`config.mk`:
```
export PLATFORM = sky130hd
export DESIGN_NAME = xc20xx_clb_cfg_loader_flat
export DESIGN_NICKNAME = d
export VERILOG_FILES = /design/src/rtl/xc20xx_clb_cfg_loader_pkg.sv /design/src/rtl/xc20xx_clb_cfg_loader_if.sv /design/src/rtl/xc20xx_cfg_frame_shift.sv /design/src/rtl/xc20xx_clb_cfg_loader.sv /design/src/flat_wrapper.sv
export SDC_FILE = /design/constraint.sdc
export NUM_CORES = 1
export LEC_CHECK = 0
export CAP_MARGIN = 20
export CORE_UTILIZATION = 45
export DETAILED_ROUTE_END_ITERATION = 12
export PLACE_DENSITY_LB_ADDON = 0.05
export SLEW_MARGIN = 20
export SYNTH_ARGS = -nofsm -noshare
export SYNTH_HDL_FRONTEND = slang
export SYNTH_SLANG_ARGS = --single-unit
```
`constraint.sdc`:
```
create_clock -name K -period 2.6 [get_ports K]
set_input_delay 0.65 -clock K [delete_from_list [all_inputs] [get_ports K]]
set_output_delay 0.65 -clock K [all_outputs]
set_load 0.03 [all_outputs]
```
`src/rtl/xc20xx_clb_cfg_loader_pkg.sv`:
```
`default_nettype none
// ============================================================================
// Module : xc20xx_clb_cfg_loader_pkg
// Brief  : Shared types, error codes, CFG_WORD field map and length helper.
// Rev    : 1.0
// ============================================================================
package xc20xx_clb_cfg_loader_pkg;

  typedef enum logic [2:0] {
    ST_IDLE   = 3'd0,
    ST_LENGTH = 3'd1,
    ST_FSTART = 3'd2,
    ST_FDATA  = 3'd3,
    ST_FSTOP  = 3'd4,
    ST_WRITE  = 3'd5,
    ST_FIN    = 3'd6,
    ST_FAIL   = 3'd7
  } state_t;

  localparam logic [1:0] ERR_NONE  = 2'd0;
  localparam logic [1:0] ERR_START = 2'd1;
  localparam logic [1:0] ERR_STOP  = 2'd2;
  localparam logic [1:0] ERR_LEN   = 2'd3;

  localparam logic [3:0] SYNC_PATTERN = 4'b0010;
  localparam logic [2:0] HIST_RESET   = 3'b111;
  localparam int         LEN_BITS     = 24;
  localparam int         STOP_BITS    = 3;

  // CFG_WORD field map for the 38-bit frame (LSB position, width)
  localparam int F_INIT_LSB  = 30;  localparam int F_INIT_W  = 8;
  localparam int G_INIT_LSB  = 22;  localparam int G_INIT_W  = 8;
  localparam int F_IN0_LSB   = 21;  localparam int F_IN0_W   = 1;
  localparam int F_IN1_LSB   = 20;  localparam int F_IN1_W   = 1;
  localparam int F_IN2_LSB   = 18;  localparam int F_IN2_W   = 2;
  localparam int G_IN0_LSB   = 17;  localparam int G_IN0_W   = 1;
  localparam int G_IN1_LSB   = 16;  localparam int G_IN1_W   = 1;
  localparam int G_IN2_LSB   = 14;  localparam int G_IN2_W   = 2;
  localparam int MUX_FG_LSB  = 13;  localparam int MUX_FG_W  = 1;
  localparam int X_OUT_LSB   = 11;  localparam int X_OUT_W   = 2;
  localparam int Y_OUT_LSB   = 9;   localparam int Y_OUT_W   = 2;
  localparam int S_IN_LSB    = 7;   localparam int S_IN_W    = 2;
  localparam int CLK_IN_LSB  = 5;   localparam int CLK_IN_W  = 2;
  localparam int CLK_POL_LSB = 3;   localparam int CLK_POL_W = 2;
  localparam int MODE_LSB    = 2;   localparam int MODE_W    = 1;
  localparam int R_IN_LSB    = 0;   localparam int R_IN_W    = 2;

  // Total stream length: 28 header bits plus start + data + 3 stop per frame
  function automatic logic [LEN_BITS-1:0] expected_len(input int num_clb, input int cfg_bits);
    return LEN_BITS'(28 + num_clb * (cfg_bits + 1 + STOP_BITS));
  endfunction

  function automatic int addr_w(input int num_clb);
    return (num_clb > 1) ? $clog2(num_clb) : 1;
  endfunction

endpackage
`default_nettype wire

```
`src/rtl/xc20xx_clb_cfg_loader_if.sv`:
```
`default_nettype none
// ============================================================================
// Module : xc20xx_clb_cfg_loader_if
// Brief  : Serial bitstream in / CLB config write port bundle.
// Rev    : 1.0
// ============================================================================
interface xc20xx_clb_cfg_loader_if #(
  parameter int NUM_CLB  = 64,
  parameter int CFG_BITS = 38
);
  localparam int AW = xc20xx_clb_cfg_loader_pkg::addr_w(NUM_CLB);

  logic                DIN;
  logic                DVALID;
  logic [CFG_BITS-1:0] CFG_WORD;
  logic [AW-1:0]       CFG_ADDR;
  logic                CFG_WE;
  logic                BUSY;
  logic                DONE;
  logic                ERR;
  logic [1:0]          ERR_CODE;

  modport master (
    output DIN, DVALID,
    input  CFG_WORD, CFG_ADDR, CFG_WE, BUSY, DONE, ERR, ERR_CODE
  );

  modport slave (
    input  DIN, DVALID,
    output CFG_WORD, CFG_ADDR, CFG_WE, BUSY, DONE, ERR, ERR_CODE
  );

endinterface
`default_nettype wire

```
`src/rtl/xc20xx_cfg_frame_shift.sv`:
```
`default_nettype none
// ============================================================================
// Module : xc20xx_cfg_frame_shift
// Brief  : MSB-first frame deserializer with bit counter and last-bit flag.
// Rev    : 1.0
// ============================================================================
module xc20xx_cfg_frame_shift #(
  parameter int CFG_BITS = 38
) (
  input  wire logic                clk,
  input  wire logic                rst,
  input  wire logic                shift_en,
  input  wire logic                din,
  output logic      [CFG_BITS-1:0] frame,
  output logic                     last
);
  localparam int CW = $clog2(CFG_BITS + 1);

  logic [CW-1:0] cnt;

  assign last = (cnt == CW'(CFG_BITS - 1));

  always_ff @(posedge clk) begin
    if (rst) begin
      frame <= '0;
      cnt   <= '0;
    end else if (shift_en) begin
      frame <= {frame[CFG_BITS-2:0], din};
      cnt   <= last ? '0 : cnt + CW'(1);
    end
  end

endmodule
`default_nettype wire

```
`src/rtl/xc20xx_clb_cfg_loader.sv`:
```
`default_nettype none
// ============================================================================
// Module : xc20xx_clb_cfg_loader
// Brief  : Serial bitstream parser that writes CLB configuration frames.
// Rev    : 1.0
// ============================================================================
module xc20xx_clb_cfg_loader
  import xc20xx_clb_cfg_loader_pkg::*;
#(
  parameter int NUM_CLB  = 64,
  parameter int CFG_BITS = 38
) (
  input  wire logic K,
  input  wire logic R,
  xc20xx_clb_cfg_loader_if.slave bus
);
  localparam int                  AW      = addr_w(NUM_CLB);
  localparam logic [LEN_BITS-1:0] EXP_LEN = expected_len(NUM_CLB, CFG_BITS);

  state_t              state, state_n;
  logic [1:0]          err_n, err_code;
  logic [2:0]          hist;
  logic [3:0]          hist_next;
  logic [LEN_BITS-2:0] len_sh;
  logic [4:0]          len_cnt;
  logic [1:0]          stop_cnt;
  logic [AW-1:0]       idx, addr;
  logic [CFG_BITS-1:0] word, frame;
  logic                we, frame_last, shift_en;

  // Only three history bits are stored; with DIN they form the 4-bit window
  assign hist_next = {hist, bus.DIN};
  assign shift_en  = (state == ST_FDATA) && bus.DVALID;

  xc20xx_cfg_frame_shift #(.CFG_BITS(CFG_BITS)) u_frame (
    .clk      (K),
    .rst      (R),
    .shift_en (shift_en),
    .din      (bus.DIN),
    .frame    (frame),
    .last     (frame_last)
  );

  always_comb begin
    state_n = state;
    err_n   = ERR_NONE;
    case (state)
      ST_IDLE:   if (bus.DVALID && hist_next == SYNC_PATTERN) state_n = ST_LENGTH;
      ST_LENGTH: if (bus.DVALID && len_cnt == 5'(LEN_BITS - 1)) begin
        if ({len_sh, bus.DIN} != EXP_LEN) begin
          state_n = ST_FAIL;
          err_n   = ERR_LEN;
        end else begin
          state_n = ST_FSTART;
        end
      end
      ST_FSTART: if (bus.DVALID) begin
        if (bus.DIN) begin
          state_n = ST_FAIL;
          err_n   = ERR_START;
        end else begin
          state_n = ST_FDATA;
        end
      end
      ST_FDATA:  if (bus.DVALID && frame_last) state_n = ST_FSTOP;
      ST_FSTOP:  if (bus.DVALID) begin
        if (!bus.DIN) begin
          state_n = ST_FAIL;
          err_n   = ERR_STOP;
        end else if (stop_cnt == 2'(STOP_BITS - 1)) begin
          state_n = ST_WRITE;
        end
      end
      ST_WRITE:  state_n = (idx == AW'(NUM_CLB - 1)) ? ST_FIN : ST_FSTART;
      default:   state_n = state;
    endcase
  end

  always_ff @(posedge K) begin
    if (R) begin
      state    <= ST_IDLE;
      hist     <= HIST_RESET;
      len_sh   <= '0;
      len_cnt  <= '0;
      stop_cnt <= '0;
      idx      <= '0;
      word     <= '0;
      addr     <= '0;
      we       <= 1'b0;
      err_code <= ERR_NONE;
    end else begin
      state <= state_n;
      we    <= (state_n == ST_WRITE);
      if (state != ST_FAIL && state_n == ST_FAIL) err_code <= err_n;
      if (state == ST_IDLE && bus.DVALID) hist <= hist_next[2:0];
      if (state != ST_LENGTH) begin
        len_cnt <= '0;
      end else if (bus.DVALID) begin
        len_sh  <= {len_sh[LEN_BITS-3:0], bus.DIN};
        len_cnt <= len_cnt + 5'd1;
      end
      if (state != ST_FSTOP)   stop_cnt <= '0;
      else if (bus.DVALID)     stop_cnt <= stop_cnt + 2'd1;
      // Output word/address are latched on entry to WRITE and held afterwards
      if (state_n == ST_WRITE) begin
        word <= frame;
        addr <= idx;
      end
      if (state == ST_WRITE && state_n == ST_FSTART) idx <= idx + AW'(1);
    end
  end

  assign bus.CFG_WORD = word;
  assign bus.CFG_ADDR = addr;
  assign bus.CFG_WE   = we;
  assign bus.BUSY     = (state == ST_LENGTH) || (state == ST_FSTART) ||
                        (state == ST_FDATA)  || (state == ST_FSTOP);
  assign bus.DONE     = (state == ST_FIN);
  assign bus.ERR      = (state == ST_FAIL);
  assign bus.ERR_CODE = err_code;

endmodule
`default_nettype wire

```
`src/flat_wrapper.sv`:
```
// flat-port wrapper written by rule: the top's interface ports become plain ports
module xc20xx_clb_cfg_loader_flat import xc20xx_clb_cfg_loader_pkg::*;
#(
  parameter int NUM_CLB  = 64,
  parameter int CFG_BITS = 38
)
  (K, R, bus_DIN, bus_DVALID, bus_CFG_WORD, bus_CFG_ADDR, bus_CFG_WE, bus_BUSY, bus_DONE, bus_ERR, bus_ERR_CODE);
  xc20xx_clb_cfg_loader_if #(.NUM_CLB(NUM_CLB), .CFG_BITS(CFG_BITS)) bus_i ();
  input  wire logic K;
  input  wire logic R;
  input wire logic [$bits(bus_i.DIN)-1:0] bus_DIN;
  input wire logic [$bits(bus_i.DVALID)-1:0] bus_DVALID;
  output wire logic [$bits(bus_i.CFG_WORD)-1:0] bus_CFG_WORD;
  output wire logic [$bits(bus_i.CFG_ADDR)-1:0] bus_CFG_ADDR;
  output wire logic [$bits(bus_i.CFG_WE)-1:0] bus_CFG_WE;
  output wire logic [$bits(bus_i.BUSY)-1:0] bus_BUSY;
  output wire logic [$bits(bus_i.DONE)-1:0] bus_DONE;
  output wire logic [$bits(bus_i.ERR)-1:0] bus_ERR;
  output wire logic [$bits(bus_i.ERR_CODE)-1:0] bus_ERR_CODE;
  assign bus_i.DIN = bus_DIN;
  assign bus_i.DVALID = bus_DVALID;
  assign bus_CFG_WORD = bus_i.CFG_WORD;
  assign bus_CFG_ADDR = bus_i.CFG_ADDR;
  assign bus_CFG_WE = bus_i.CFG_WE;
  assign bus_BUSY = bus_i.BUSY;
  assign bus_DONE = bus_i.DONE;
  assign bus_ERR = bus_i.ERR;
  assign bus_ERR_CODE = bus_i.ERR_CODE;
  xc20xx_clb_cfg_loader #(.NUM_CLB(NUM_CLB), .CFG_BITS(CFG_BITS)) u_core (.K(K), .R(R), .bus(bus_i));
endmodule
```
# Yosys cells after proc, flatten, opt, wreduce, memory -nomap -nowiden
# Index checks and enable logic that the tools add are counted.
[classes] n_bitwise=1 n_eq_ne=19 muxes=19 add_sub_neg=4 reduce_logical=14
[op_table] op="3-bit 2-to-1 mux" n=10
[op_table] op="24-bit by 12-bit != test with 1-bit output (second input constant)" n=1
[op_table] op="3-bit equality test (second input constant)" n=6
[op_table] op="3-bit case mux with 6 select lines" n=1
[op_table] op="6-bit by 1-bit adder with 6-bit output (second input constant)" n=2
[op_table] op="6-bit equality test (second input constant)" n=2
[op_table] op="2-bit 2-to-1 mux" n=5
[op_table] op="3-bit by 2-bit equality test with 1-bit output (second input constant)" n=3
[op_table] op="1-bit logical AND" n=7
[op_table] op="6-bit 2-to-1 mux" n=1
[op_table] op="3-bit != test (second input constant)" n=2
[op_table] op="2-bit case mux with 3 select lines" n=1
[op_table] op="5-bit by 1-bit adder with 5-bit output (second input constant)" n=1
[op_table] op="5-bit equality test (second input constant)" n=1
[op_table] op="4-bit by 2-bit equality test with 1-bit output (second input constant)" n=1
[op_table] op="2-bit OR reduction" n=2
[op_table] op="3-bit by 1-bit equality test with 1-bit output (second input constant)" n=1
[op_table] op="3-bit logical NOT" n=1
[op_table] op="1-bit logical OR" n=3
[op_table] op="3-bit by 1-bit != test with 1-bit output (second input constant)" n=1
[op_table] op="2-bit by 1-bit adder with 2-bit output (second input constant)" n=1
[op_table] op="2-bit equality test (second input constant)" n=1
[op_table] op="2-bit AND reduction" n=1
[op_table] op="1-bit 2-to-1 mux" n=1
[op_table] op="1-bit inverter" n=1
[word_totals] out_inout_bits=50 ff_bits=133 word_cells=69

# Depth between registers and ports, before layout
# Gate-level depths: netlist of run 1.
[depth] ltp_word=7 mapped_depth=10 mapped_depth_nobuf=8

# Hierarchy
# Synthesis of run 1 repeated with hierarchy kept, for this count alone.
[unflattened] hier_cells=595 area_unflattened_um2=5689.2
[by_module_without_submodules] mod="xc20xx_clb_cfg_loader" n_inst=1 seq_area_each_um2=1781.7 cells_per_inst=432 area_each_um2=4000.1
[by_module_without_submodules] mod="xc20xx_cfg_frame_shift" n_inst=1 seq_area_each_um2=880.8 cells_per_inst=163 area_each_um2=1689.1

# Worst setup path after synthesis of run 1
# No wires, ideal clock.
[synth_path] path_type="input-to-reg" startpoint="input bus_DVALID" endpoint="register u_core.addr[4], in the netlist u_core.bus.CFG_ADDR[4]" arrival_ps=2279 setup_slack_ps=254 setup_ps=67 path_stages=9 required_ps=2533 path_buffers=3 path_cell_list="buf_4 inv_1 o311a_4 a2111oi_4 o22ai_4 and2_4 buf_6 buf_12 o21ai_2"
[synth_via] elab_chain_len=4
[synth_lines] element="start, declared" line_no="flat_wrapper.sv:12" rtl="input wire logic [$bits(bus_i.DVALID)-1:0] bus_DVALID;"
[synth_lines] element="1-bit logical AND (on tied branches)" line_no="xc20xx_clb_cfg_loader.sv:65, xc20xx_clb_cfg_loader.sv:48, xc20xx_clb_cfg_loader.sv:49"
[synth_lines] element="3-bit 2-to-1 mux (on tied branches)" line_no="xc20xx_clb_cfg_loader.sv:65, xc20xx_clb_cfg_loader.sv:48, xc20xx_clb_cfg_loader.sv:49"
[synth_lines] element="3-bit case mux with 6 select lines (*)" line_no="xc20xx_clb_cfg_loader.sv:47" rtl="case (state)"
[synth_lines] element="3-bit equality test (*)" line_no="xc20xx_clb_cfg_loader.sv:105" rtl="if (state_n == ST_WRITE) begin"
[synth_lines] element="end signal, assigned" line_no="xc20xx_clb_cfg_loader.sv:107" rtl="addr <= idx;"
[synth_lines] element="end, declared" line_no="xc20xx_clb_cfg_loader.sv:27" rtl="logic [AW-1:0] idx, addr;"
# Every way passes the cells marked *; elsewhere a longest branch is shown, timed or not.
# A chain may end at the register's enable or synchronous reset.

# Worst setup path after layout of run 1
[layout_path] startpoint="register u_core.state[2]" endpoint="output bus_ERR"
[layout_via] elab_chain_len=1
[layout_lines] element="start, declared" line_no="xc20xx_clb_cfg_loader.sv:20" rtl="state_t state, state_n;"
[layout_lines] element="start signal, assigned" line_no="xc20xx_clb_cfg_loader.sv:92" rtl="state <= state_n;"
[layout_lines] element="3-bit equality test" line_no="xc20xx_clb_cfg_loader.sv:119" rtl="assign bus.ERR = (state == ST_FAIL);"
[layout_lines] element="end, declared" line_no="flat_wrapper.sv:18" rtl="output wire logic [$bits(bus_i.ERR)-1:0] bus_ERR;"
# No other way between the ends.

==> results.tsv, run 1 <==
metric	value	unit
cts_hold_buffers	0	
via_count	4527	
finalClockSkew	3.774	ps
synth-seq-area-share	0.4671	
status	complete, no violations	
coreArea	0.01216	mm²
finalCritPeriodShare	0.9709	
rr_endpoint	u_core.bus.CFG_WORD[2]	
synth_area_leaders	dfxtp_1 47%, nand2_1 8.8%, nand4b_1 6.8%, o21ai_2 6.1%, a21oi_1 5.6%	
hp-class	reg -> reg	
critical_path_class	reg -> out	
syn_avg_cell_area	9.005	µm²
crit_path_cell_trace	buf_4 > and3_1 > clkdlybuf4s50_1	
rrSetupSlack	370	ps
p_per_area	645.8	mW/mm²
hold_viol	0	
cp.depth	3	
synth-simple-area-share	0.2816	
netlist_area	0.005700	mm²
cts_buffers	17	
grt_pass1_wl	20.25	mm
synth_xor_area_frac	0.02151	
grt_max_degree	51	
chipHeight	114.6	µm
dr.first_iter.drc_count	223	
async_flop_share	0	
viasPerCell	5.234	
r2r_cells	8	
start_util	0.4687	
syn_inst	633	
critPathSlowestCell	clkdlybuf4s50_1	
synthesis.nets	642	
ys_types	52	
period_needed	2524	ps
final_common_cell	nand2_1	
crit_start	u_core.state[2]	
fin_nets	693	
first_pass_iters	4	
ys_ff_latch	133	
worstSetupEndpoint	bus_ERR	
ant_nets	0	
gp_congestion	0.7822	
placement.cell_area	0.006450	mm²
die-area	0.01312	mm²
antenna_found_initial	0	
grt_use_total	0.1958	
layout_common_cells	134 x nand2_1, 132 x dfxtp_1, 64 x a21oi_1	
cts_tree	built	
diodes	0	
die_x	114.6	µm
synth.area.mux_share	0.003512	
cp-start-kind	register	
clkTransAtPathRegs	60	ps
yosys.area.top_type_share	0.4671	
synth_top_family_by_area	simple AND/OR/NAND/NOR gates	
drv_slew	0	
clockBufferDepth	2	
critical_path.max_stage_delay	660	ps
yosys.area.top_type	dfxtp_1	
cp_max_fo	7	
cp-end-kind	primary output	
first_global_vias	4303	
comb_power_share	0.022	
p_sw	0.9111	mW
drive_gt1_frac	0.1664	
cp.required	1950	ps
setup_violations	0	
io_pins	54	
io_buffers	53	
seqPwrFrac	0.449	
wire_per_inst	13.97	µm
ys.flop_type	dfxtp_1	
tns	0	ps
grt-ovfl-total	0	
synth_compound_area_frac	0.1594	
cts-root-buf	clkbuf_16	
crit_family	buffers and inverters	
critical_path_buf_inv_count	2	
relSlewSlack	0.5054	
drt-total-wl	12.09	mm
yosys.area_share.adder	0.01097	
cts.sinks	133	
hold_slack	461.6	ps
r2r_start	u_core.u_frame.cnt[0]	
grt_setup_unrepaired	false	
area_growth	23.81	%
drc	0	
ir_drop	0.4123	mV
rows	40	
dp_hpwl	7.571	mm
yosys_warnings	0	
worstSkewPairLatency	410	ps
pwr-share-clk	0.529	
fin_area	0.007058	mm²
max_freq	396.1	MHz
intPower	3.647	mW
drv_cap	0	
leakagePower	2.410	nW
swShare	0.1999	
htreeDepth	4	
worst_slew_pin_slew	740.1	ps
synth_enable_flop_cells	0	
arrival	1870	ps
## cell families after synthesis
family          after synthesis
compound gates              130
xor+xnor                     14
buf+inv                      60
mux                           2
flops                       133
fa+ha+maj                     5
simple gates                289
## worst min-delay path, cell delays in order, from the launching register on
cell and delay [ps]:
dfxtp_1 310, nand2_1 50, a21oi_1 60
## state kept, by name (all words and copies together), names as in the netlist
register,count
u_core.bus.CFG_ADDR,6
u_core.bus.CFG_WE,1
u_core.bus.CFG_WORD,38
u_core.bus.ERR_CODE,2
u_core.hist,3
u_core.idx,6
u_core.len_cnt,5
u_core.len_sh,23
u_core.state,3
u_core.stop_cnt,2
u_core.u_frame.cnt,6
u_core.u_frame.frame,38
## how the worst min path moves through the flow
stage / from / endpoint / depth (start not counted)
final: u_core.len_sh[22] / u_core.len_sh[22] / 2
after global routing: u_core.len_sh[9] / u_core.len_sh[9] / 2
after CTS: u_core.len_sh[22] / u_core.len_sh[22] / 2
after detailed placement: u_core.len_sh[22] / u_core.len_sh[22] / 2
after global placement: u_core.len_sh[22] / u_core.len_sh[22] / 2
after floorplan: u_core.len_sh[22] / u_core.len_sh[22] / 2
## synthesized netlist by cell type (2+ instances only)
cell type  number
a21oi_1        64
nor3_1          5
dfxtp_1       133
xor2_1          8
nor4b_1         2
and3_1          3
o21ai_0         3
nor3b_1         2
nand2_1       134
clkbuf_1       40
nor2b_1         7
nor2_1         21
o21ai_2        40
a211o_1         3
xnor2_1         6
buf_2           5
inv_1           5
nand4_1         7
nor4bb_1        2
or2_1           2
buf_4           2
buf_12          4
nand2b_1       46
o21ai_1         4
a31oi_1         3
buf_6           2
nand4b_1       44
mux2i_1         2
o21a_1          4
ha_1            5
nor4_1          4
## per-layer routing
| metal | vias up | track usage | share of wire |
|---|---|---|---|
| met2 | 65 | 0.3075 | 0.47 |
| met4 | 0 | 0.08918 | 0.013 |
| met1 | 2182 | 0.2548 | 0.49 |
| met3 | 12 | 0.04659 | 0.025 |
| met5 | - | 0 | 0 |
| li1 | 2268 | - | - |
## power by group through the flow
stage          clock [mW]  sequential, mW  combinational (mW)
6_report             2.41            2.04               0.100
5_1_grt              2.56            2.04               0.109
4_1_cts              2.45            2.04               0.101
3_5_place_dp            0            2.09               0.100
3_3_place_gp            0            2.09              0.0996
2_1_floorplan           0            2.09              0.0718
## metrics by stage
stage                     setup slack [ps]  utilization  power, mW  instances
after detailed placement            -226.9       0.5304      2.189        833
after global placement              -177.7       0.5304      2.188        833
after global routing                 11.97       0.5804      4.712        865
after CTS                            60.03       0.5804      4.599        865
final                                75.68       0.5804      4.558        865
after floorplan                      253.7            -      2.160        633
## cell type report
cell class / count / area, µm²
Tap cell: 168 / 210.2
Clock buffer: 24 / 511.7
Inverter: 7 / 26.28
Fill cell: 1084 / 5104
Timing Repair Buffer: 85 / 818.3
Multi-Input combinational cell: 440 / 2733
Sequential cell: 133 / 2664
Clock inverter: 8 / 95.09
## timing repair
item,CTS,global route
setup endpoints to repair,1,0
endpoints found under the hold margin,0,0
gates resized for setup,1,0
buffers inserted,0,0
(Power assumes the default switching activity.)
==> run 2: changes to the inputs <==
- ABC_CLOCK_PERIOD_IN_PS: default -> 2600
- CORE_UTILIZATION: 45 -> 57
==> run 2 against run 1 <==
Net effect: via count up 0.99%; cell count down 4.0%; fmax up 6.5%; clock skew is 7.1 ps higher; sequential share of layout area is 0.28 points higher; die area decreased by 21%; first-iteration DRC count fell by 13%; final area decreased by 0.74%; worst hold slack lost 3.9 ps; sequential cell count did not move; clock-buffer cell count decreased by 2; sequential power about the same.
==> results.tsv, run 2 (same netlist as run 1, synthesis figures left out) <==
metric	value	unit
pwr-share-clk	0.535	
io_pins	54	
cts_hold_buffers	0	
first_pass_iters	5	
post_cts_buffers	0	
grt_pass1_wl	19.60	mm
relSlewSlack	0.5538	
fillCellCount	776	
hp-class	reg -> reg	
cp-end-kind	primary output	
die-area	0.01041	mm²
comb_power_share	0.021	
antenna_found_initial	0	
period_needed	2370	ps
worst_slew_pin_slew	669.2	ps
hold_slack	457.7	ps
die_x	102.0	µm
critical_path_class	reg -> out	
arrival	1720	ps
swShare	0.1943	
cp-start-kind	register	
drv_slew	0	
grt_use_total	0.2414	
drt-total-wl	11.82	mm
status	complete, no violations	
clockBufferDepth	2	
cts_tree	built	
cts_buffers	17	
max_freq	421.9	MHz
final_common_cell	nand2_1	
coreArea	0.009729	mm²
worstSkewPairLatency	520	ps
cp.required	1950	ps
first_global_vias	4282	
final_util	0.7200	
rows	36	
clkTransAtPathRegs	60	ps
ant_nets	0	
viasPerCell	5.508	
io_buffers	53	
seqPwrFrac	0.444	
grt_max_degree	85	
fin_area	0.007005	mm²
setup_violations	0	
fin_nets	695	
dp_hpwl	7.479	mm
area_growth	22.89	%
cts.repair.resized	4	
leakagePower	2.422	nW
dr.first_iter.drc_count	193	
wire_per_inst	14.24	µm
drc	0	
gp_congestion	0.8746	
p_per_area	657.6	mW/mm²
hold_viol	0	
diodes	0	
cp_max_fo	7	
grt-ovfl-total	0	
placement.cell_area	0.006396	mm²
p_sw	0.8951	mW
ir_drop	0.3977	mV
htreeDepth	4	
start_util	0.5859	
layout_common_cells	134 x nand2_1, 132 x dfxtp_1, 64 x a21oi_1	
intPower	3.712	mW
drive_gt1_frac	0.1650	
finalCritPeriodShare	0.9116	
cts-root-buf	clkbuf_8	
grt_setup_unrepaired	false	
via_count	4572	
drv_cap	0	
cts.sinks	133	
finalClockSkew	10.84	ps
chipHeight	102.0	µm
## run 2: cell count changes in the layout (fill, tap and decap cells not counted), sizes merged
cell	previous run	this run
bufinv	2	4
clkbuf	24	22
clkdlybuf4s50	52	49
buf	33	35
clkinv	5	3
dlygate4sd2	0	3
## run 2: power groups by stage
| stage | registers (mW) | logic, mW | clock network, mW |
|---|---|---|---|
| 2_1_floorplan | 2.09 | 0.0718 | 0 |
| 3_3_place_gp | 2.09 | 0.0970 | 0 |
| 3_5_place_dp | 2.09 | 0.0977 | 0 |
| 4_1_cts | 2.04 | 0.0978 | 2.49 |
| 5_1_grt | 2.04 | 0.106 | 2.60 |
| 6_report | 2.04 | 0.0983 | 2.46 |
## run 2: final timing paths
check	from	endpoint	slack (ps)	cells past startpoint
setup / recovery	u_core.state[2]	bus_ERR	230	3
hold / removal	u_core.len_sh[22]	u_core.len_sh[22]	460	2
setup reg to reg	u_core.u_frame.cnt[0]	u_core.bus.CFG_WORD[22]	350	8
hold reg to reg	u_core.len_sh[22]	u_core.len_sh[22]	460	2
## run 2: cell type report
class	count	area, µm²	area share
well taps	133	166.4	0.02375
flip-flops and latches	133	2664	0.3802
repair buffers	87	804.5	0.1148
clock buffers	22	462.9	0.06608
clock inverters	8	148.9	0.02125
multi-input cells	440	2733	0.3901
inverters	7	26.28	0.003751
## run 2: per-stage QoR
step / total power [mW] / worst slack, ps / cells / setup TNS [ps]
floorplan: 2.160 / 253.7 / 633 / 0
global placement: 2.185 / -116.2 / 800 / -4733
detailed placement: 2.186 / -154.1 / 800 / -5611
CTS: 4.637 / 211.9 / 830 / 0
global route: 4.746 / 159.6 / 830 / 0
finish: 4.607 / 229.8 / 830 / 0
## run 2: critical path: stages, from the launching register on
cell and delay, ps:
dfxtp_1 460, buf_4 210, and3_1 150, dlygate4sd2_1 390
## run 2: layer usage
metal	vias up	wire length, µm	global-route usage
met5	-	0	0
met2	119	5740	0.3965
li1	2277	-	-
met4	0	170	0.1011
met3	17	553	0.06498
met1	2159	5352	0.2997
